### src/rtl/stack_mem_responder_if.sv
// Bus bundle between the stack-machine responder, the host loader and the core.
interface stack_mem_responder_if #(
    parameter int WIDTH = 8
);
    logic             load_valid;
    logic [WIDTH-1:0] load_data;
    logic             load_last;
    logic             load_ready;
    logic             restart;
    logic [7:0]       mem_addr;
    logic [WIDTH-1:0] rd_data;
    logic             core_reset;
    logic [WIDTH-1:0] core_out;
    logic             out_change;
    logic [WIDTH-1:0] result;
    logic             running;
    logic [15:0]      run_cycles;

    // Responder side
    modport slave (
        input  load_valid, load_data, load_last, restart, mem_addr, core_out,
        output load_ready, rd_data, core_reset, out_change, result, running, run_cycles
    );

    // Host / core side
    modport master (
        output load_valid, load_data, load_last, restart, mem_addr, core_out,
        input  load_ready, rd_data, core_reset, out_change, result, running, run_cycles
    );
endinterface

### src/rtl/stack_mem_responder.sv
// Program-memory responder for the stack machine core: loads bytes from the
// host while the core is held in reset, then serves core reads and watches
// the core's output for changes.
module stack_mem_responder #(
    parameter int DEPTH = 32,
    parameter int WIDTH = 8
) (
    input  logic                  clock,
    input  logic                  reset,
    stack_mem_responder_if.slave  bus
);
    localparam int             AW      = $clog2(DEPTH);
    localparam logic [8:0]     DEPTH_9 = 9'(DEPTH);
    localparam logic [AW-1:0]  LAST_AD = AW'(DEPTH - 1);

    typedef enum logic {
        S_LOAD = 1'b0,
        S_RUN  = 1'b1
    } state_t;

    state_t           r_state;
    state_t           w_state_next;
    logic [AW-1:0]    r_wr_ptr;
    logic [WIDTH-1:0] r_mem [DEPTH];
    logic [WIDTH-1:0] r_rd_data;
    logic [WIDTH-1:0] r_result;
    logic             r_out_change;
    logic [15:0]      r_run_cycles;

    logic             w_load_ready;
    logic             w_core_reset;
    logic             w_running;
    logic             w_wr_en;
    logic             w_ptr_at_end;
    logic             w_addr_in_range;
    logic [DEPTH-1:0] w_wr_sel;

    // Writing the top address forces RUN, so the pointer never needs to wrap.
    assign w_ptr_at_end    = (r_wr_ptr == LAST_AD);
    // Full 8-bit compare so high addresses never alias into memory.
    assign w_addr_in_range = ({1'b0, bus.mem_addr} < DEPTH_9);

    // State register
    always_ff @(posedge clock) begin
        if (reset) begin
            r_state <= S_LOAD;
        end else begin
            r_state <= w_state_next;
        end
    end

    // Next-state logic and state-decoded outputs; restart overrides everything
    always_comb begin
        w_state_next = r_state;
        w_load_ready = 1'b0;
        w_core_reset = 1'b1;
        w_running    = 1'b0;
        w_wr_en      = 1'b0;
        case (r_state)
            S_LOAD: begin
                w_load_ready = !reset;
                // A restart in the same cycle drops the offered byte.
                w_wr_en      = bus.load_valid && w_load_ready && !bus.restart;
                if (w_wr_en && (bus.load_last || w_ptr_at_end)) begin
                    w_state_next = S_RUN;
                end
            end
            S_RUN: begin
                w_core_reset = 1'b0;
                w_running    = 1'b1;
            end
            default: w_state_next = S_LOAD;
        endcase
        if (bus.restart) begin
            w_state_next = S_LOAD;
        end
    end

    // Per-location write strobes decoded from the load pointer
    generate
        for (genvar gi = 0; gi < DEPTH; gi++) begin : g_wr_sel
            assign w_wr_sel[gi] = w_wr_en && (r_wr_ptr == AW'(gi));
        end
    endgenerate

    // Flop memory: cleared by reset only, so a partial reload keeps old bytes
    always_ff @(posedge clock) begin
        for (int i = 0; i < DEPTH; i++) begin
            if (reset) begin
                r_mem[i] <= '0;
            end else if (w_wr_sel[i]) begin
                r_mem[i] <= bus.load_data;
            end
        end
    end

    // Load pointer: restarts at zero on reset or restart
    always_ff @(posedge clock) begin
        if (reset || bus.restart) begin
            r_wr_ptr <= '0;
        end else if (w_wr_en && !w_ptr_at_end) begin
            r_wr_ptr <= r_wr_ptr + 1'b1;
        end
    end

    // RUN datapath: registered read, output monitor and saturating cycle count
    always_ff @(posedge clock) begin
        if (reset || bus.restart) begin
            r_rd_data    <= '0;
            r_result     <= '0;
            r_out_change <= 1'b0;
            r_run_cycles <= '0;
        end else if (r_state == S_RUN) begin
            r_rd_data    <= w_addr_in_range ? r_mem[bus.mem_addr[AW-1:0]] : '0;
            r_result     <= bus.core_out;
            r_out_change <= (bus.core_out != r_result);
            if (r_run_cycles != 16'hFFFF) begin
                r_run_cycles <= r_run_cycles + 16'd1;
            end
        end else begin
            r_rd_data    <= '0;
            r_out_change <= 1'b0;
        end
    end

    assign bus.load_ready = w_load_ready;
    assign bus.core_reset = w_core_reset;
    assign bus.running    = w_running;
    assign bus.rd_data    = r_rd_data;
    assign bus.result     = r_result;
    assign bus.out_change = r_out_change;
    assign bus.run_cycles = r_run_cycles;
endmodule

### src/flat_wrapper.sv
// flat-port wrapper written by rule: the top's interface ports become plain ports
module stack_mem_responder_flat 
#(
    parameter int DEPTH = 32,
    parameter int WIDTH = 8
)
  (clock, reset, bus_load_valid, bus_load_data, bus_load_last, bus_restart, bus_mem_addr, bus_core_out, bus_load_ready, bus_rd_data, bus_core_reset, bus_out_change, bus_result, bus_running, bus_run_cycles);
  stack_mem_responder_if #(.WIDTH(WIDTH)) bus_i ();
  input  logic clock;
  input  logic reset;
  input wire logic [$bits(bus_i.load_valid)-1:0] bus_load_valid;
  input wire logic [$bits(bus_i.load_data)-1:0] bus_load_data;
  input wire logic [$bits(bus_i.load_last)-1:0] bus_load_last;
  input wire logic [$bits(bus_i.restart)-1:0] bus_restart;
  input wire logic [$bits(bus_i.mem_addr)-1:0] bus_mem_addr;
  input wire logic [$bits(bus_i.core_out)-1:0] bus_core_out;
  output wire logic [$bits(bus_i.load_ready)-1:0] bus_load_ready;
  output wire logic [$bits(bus_i.rd_data)-1:0] bus_rd_data;
  output wire logic [$bits(bus_i.core_reset)-1:0] bus_core_reset;
  output wire logic [$bits(bus_i.out_change)-1:0] bus_out_change;
  output wire logic [$bits(bus_i.result)-1:0] bus_result;
  output wire logic [$bits(bus_i.running)-1:0] bus_running;
  output wire logic [$bits(bus_i.run_cycles)-1:0] bus_run_cycles;
  assign bus_i.load_valid = bus_load_valid;
  assign bus_i.load_data = bus_load_data;
  assign bus_i.load_last = bus_load_last;
  assign bus_i.restart = bus_restart;
  assign bus_i.mem_addr = bus_mem_addr;
  assign bus_i.core_out = bus_core_out;
  assign bus_load_ready = bus_i.load_ready;
  assign bus_rd_data = bus_i.rd_data;
  assign bus_core_reset = bus_i.core_reset;
  assign bus_out_change = bus_i.out_change;
  assign bus_result = bus_i.result;
  assign bus_running = bus_i.running;
  assign bus_run_cycles = bus_i.run_cycles;
  stack_mem_responder #(.DEPTH(DEPTH), .WIDTH(WIDTH)) u_core (.clock(clock), .reset(reset), .bus(bus_i));
endmodule
### config.mk
export PLATFORM = sky130hd
export DESIGN_NAME = stack_mem_responder_flat
export DESIGN_NICKNAME = d
export VERILOG_FILES = /design/src/rtl/stack_mem_responder_if.sv /design/src/rtl/stack_mem_responder.sv /design/src/flat_wrapper.sv
export SDC_FILE = /design/constraint.sdc
export NUM_CORES = 1
export LEC_CHECK = 0
export ABC_AREA = 1
export BUFFER_PORTS_ARGS = -buffer_cell sky130_fd_sc_hd__buf_2
export CORE_AREA = 2 2 154 156
export CTS_BUF_LIST = sky130_fd_sc_hd__clkbuf_16
export DETAILED_ROUTE_END_ITERATION = 7
export DIE_AREA = 0 0 156 158
export HOLD_SLACK_MARGIN = 0.12
export PLACE_DENSITY = 0.88
export SKIP_CTS_REPAIR_TIMING = 1
export SLEW_MARGIN = 5
export SYNTH_ARGS = -nofsm -noshare
export SYNTH_HDL_FRONTEND = slang
export SYNTH_SLANG_ARGS = --single-unit
### constraint.sdc
create_clock -name clock -period 2.2 [get_ports clock]
set_clock_uncertainty 0.2 [all_clocks]
set_input_delay 0.22 -clock clock [delete_from_list [all_inputs] [get_ports clock]]
set_output_delay 0.22 -clock clock [all_outputs]
set_load 0.1 [all_outputs]
==> metrics.md <==
| Metric | Value |
|---|---|
| Detailed Route Iter0 Violations | `1335` |
| Slew HR | `0.620` |
| Worst-Skew Late Latency | `0.56 ns` |
| Placed Cells | `1806` |
| Status | `complete, no violations` |
| Area share of the largest cell type after synthesis | `0.564` |
| Compound-Gate Fraction of Synth Area | `0.0217` |
| Switch share | `0.232` |
| Xor-xnor portion of the synthesized cell area | `0.0109` |
| Syn-to-layout area delta | `15.1%` |
| DR pass1 iterations | `8` |
| Total die area | `0.0246 sq mm` |
| Core area | `0.0231 sq mm` |
| Worst-path clk slew | `0.06 ns` |
| Peak VDD IR | `0.507 mV` |
| WP data arrival | `2.39 ns` |
| Int Pwr | `9.45 mW` |
| Buffers & Inverters on Critical Path | `4` |
| Fin nets | `1611` |
| Synth area leader | `edfxtp_1` |
| Max-Cap Viols | `0` |
| CTS tree | `yes` |
| Switching Power | `2.86 mW` |
| CP Capture Type | `flop` |
| Library cells used by synthesis | `30` |
| Mapped Area | `0.0136 sq mm` |
| Comb pwr share | `0.075` |
| Clk root buf | `clkbuf_16` |
| Post-layout minimum cycle time | `2.14 ns` |
| Rows | `56` |
| Largest stage delay on the critical path | `0.57 ns` |
| # port buffers | `64` |
| Clk pwr share | `0.414` |
| First-pass GRT wire length | `54.0 mm` |
| Main combinational cell family by area after synthesis | `simple AND/OR/NAND/NOR gates` |
| Period utilization | `0.974` |
| DR vias | `10923` |
| CP Cell Sequence | `dlygate4sd3_1, buf_2, clkinv_1, nand2_1, nand3_1, dlygate4sd3_1, nand2_1, nor2_1` |
| Seq/Total Area, Yosys | `0.622` |
| CP max-delay cell | `dlygate4sd3_1` |
| CTS buffer count | `29` |
| Register bit total from synthesis | `295` |
| Fmax | `467 MHz` |
| CTS sink count | `295` |
| Syn Inst Count | `1488` |
| Slew @ Worst Pin | `0.570 ns` |
| WL/cell | `18.4 um` |
| Worst hold path type | `in -> reg` |
| Die width | `156 um` |
| Max Buffers Root-to-Sink | `3` |
| Crit Path Class | `in -> reg` |
| Lkg Pwr | `6.52 nW` |
| Post-synth net total | `1524` |
| Largest net degree at the start of global routing | `89` |
| Gr usage total | `0.284` |
| Setup violations, final | `0` |
| Crit-path leading delay family | `buffers and inverters` |
| Reg power frac | `0.511` |
| Vias in the first global route | `10378` |
| Detailed Place HPWL | `21.3 mm` |
| Initial antenna violation count | `0` |
| Total gr overflow | `0` |
| Setup TNS | `0 ns` |
| Worst Path Max Fanout | `19` |
| Routability cong. | `0.928` |
| Vias/cell | `5.79` |
| Detailed Route WL | `34.7 mm` |
| PD cells | `784 mW/mm^2` |
| Die span in y | `158 um` |
| Initial cell density of the core | `0.591` |
| Fillers | `1592` |
| Endpoints failing hold | `0` |
| H-tree depth | `1` |
| Share of layout cells above drive strength 1 | `0.131` |
| CP Launch Type | `input pin` |
| ANT nets after route | `0` |
| Synthesized-area fraction occupied by adder cells | `0.00643` |
| Data required, critical path | `2.44 ns` |
| Simple-Gate Fraction of Synth Area | `0.302` |
| Yosys warning total | `0` |
| Antenna Cells | `0` |
| Avg Inst Size Synth | `9.16 sq um` |
| Top cells by area, synth | `edfxtp_1 (56%), nand2_1 (12%), nor2_1 (9.4%), nand3_1 (6.8%), dfxtp_1 (5.7%)` |
| Final Slew Violations | `0` |
| Drt drc | `0` |
| Unrepaired setup endpoints after global routing | `no` |
| Finished Layout Cells | `1888` |
| I/O Pins | `65` |
| Post-synthesis mux area share | `0` |
==> cells in the mapped netlist <==
master and instances:
nand2_1 430, nor2_1 341, edfxtp_1 256, nand3_1 185
clkbuf_1 42, dfxtp_1 39, buf_2 34, a21oi_1 30
inv_1 25, o21ai_0 17, nand2_2 12, nand2_4 10
xor2_1 10, o21ai_1 9, inv_2 8, ha_1 7
nor3_1 7, xnor2_1 7, buf_1 6, nor2_4 3
a31oi_1 1, a41oi_1 1, buf_4 1, buf_6 1
buf_8 1, clkinv_1 1, nor2_2 1, nor3_2 1
nor3b_1 1, nor4_2 1
==> kinds of logic (layout without fill, tap and decap cells) <==
logic type,after synthesis,in the layout
buf+inv,119,229
compound gates,58,58
fa+ha+maj,7,7
flops,295,295
xor+xnor,17,17
simple gates,992,992
==> worst register-to-register path, stage by stage (launching register included) <==
cell           delay (ns)
dfxtp_4              0.47
nand2_1              0.12
nor4_2               0.14
dlygate4sd3_1        0.58
buf_4                0.18
nand2_1              0.13
nor2_1               0.19
==> per-layer routing <==
| metal | track usage | vias to the layer above | part of all wire |
|---|---|---|---|
| li1 | - | 5080 | - |
| met1 | 0.375 | 4985 | 0.36 |
| met2 | 0.469 | 726 | 0.48 |
| met3 | 0.0463 | 132 | 0.12 |
| met4 | 0.124 | 0 | 0.043 |
| met5 | 0 | - | 0 |
==> path summary, 6_finish.rpt <==
check | slack [ns] | cells after the start | to | from
setup / recovery | 0.06 | 8 | u_core.bus.rd_data[2] | bus_mem_addr[3]
hold / removal | 0.11 | 4 | u_core.r_mem[11][7] | bus_load_data[7]
setup reg to reg | 0.12 | 6 | u_core.bus.rd_data[0] | u_core.r_state
hold reg to reg | 0.30 | 2 | u_core.bus.run_cycles[1] | u_core.bus.run_cycles[1]
==> power by group through the flow <==
stage / registers [mW] / logic [mW] / clock network [mW]
after CTS: 6.28 / 0.877 / 5.11
final: 6.28 / 0.927 / 5.09
after global placement: 6.39 / 0.847 / 0
after global routing: 6.30 / 1.00 / 5.33
after detailed placement: 6.40 / 0.869 / 0
after floorplan: 6.41 / 0.571 / 0
==> cells in the final DEF (no fill, tap or decap), drive strengths merged <==
master / n
a21oi: 30
a31oi: 1
a41oi: 1
buf: 113
bufinv: 3
clkbuf: 32
clkinv: 15
clkinvlp: 2
dfxtp: 39
dlygate4sd3: 28
edfxtp: 256
ha: 7
inv: 36
nand2: 452
nand3: 185
nor2: 345
nor3: 8
nor3b: 1
nor4: 1
o21ai: 26
xnor2: 7
xor2: 10
==> final cells by class <==
type,instances,area [sq um],area share
Clock inverter,22,189,0.0120
Tap cell,290,363,0.0231
Sequential cell,295,8490,0.541
Inverter,34,131,0.00838
Multi-Input combinational cell,1074,4650,0.297
Clock buffer,32,801,0.0511
Timing Repair Buffer,141,1060,0.0675
==> flip-flops by register name (all words and copies together) (netlist names) <==
| register | count |
|---|---|
| u_core.bus.result | 8 |
| u_core.bus.out_change | 1 |
| u_core.bus.run_cycles | 16 |
| u_core.r_state | 1 |
| u_core.r_wr_ptr | 5 |
| u_core.bus.rd_data | 8 |
| u_core.r_mem | 256 |
==> stage by stage <==
step / utilization / area, sq um / hold slack (ns) / power [mW] / setup WS, ns
6_report: 0.680 / 15700 / 0.109 / 12.3 / 0.0568
5_1_grt: 0.680 / 15700 / 0.126 / 12.6 / 0.0111
4_1_cts: 0.668 / 15400 / -0.287 / 12.3 / 0.186
3_5_place_dp: 0.625 / 14400 / 0.263 / 7.27 / 0.123
3_3_place_gp: 0.625 / 14400 / 0.272 / 7.24 / 0.217
2_1_floorplan: - / 13600 / 0.144 / 6.98 / 0.00522
(Power assumes the default switching activity.)
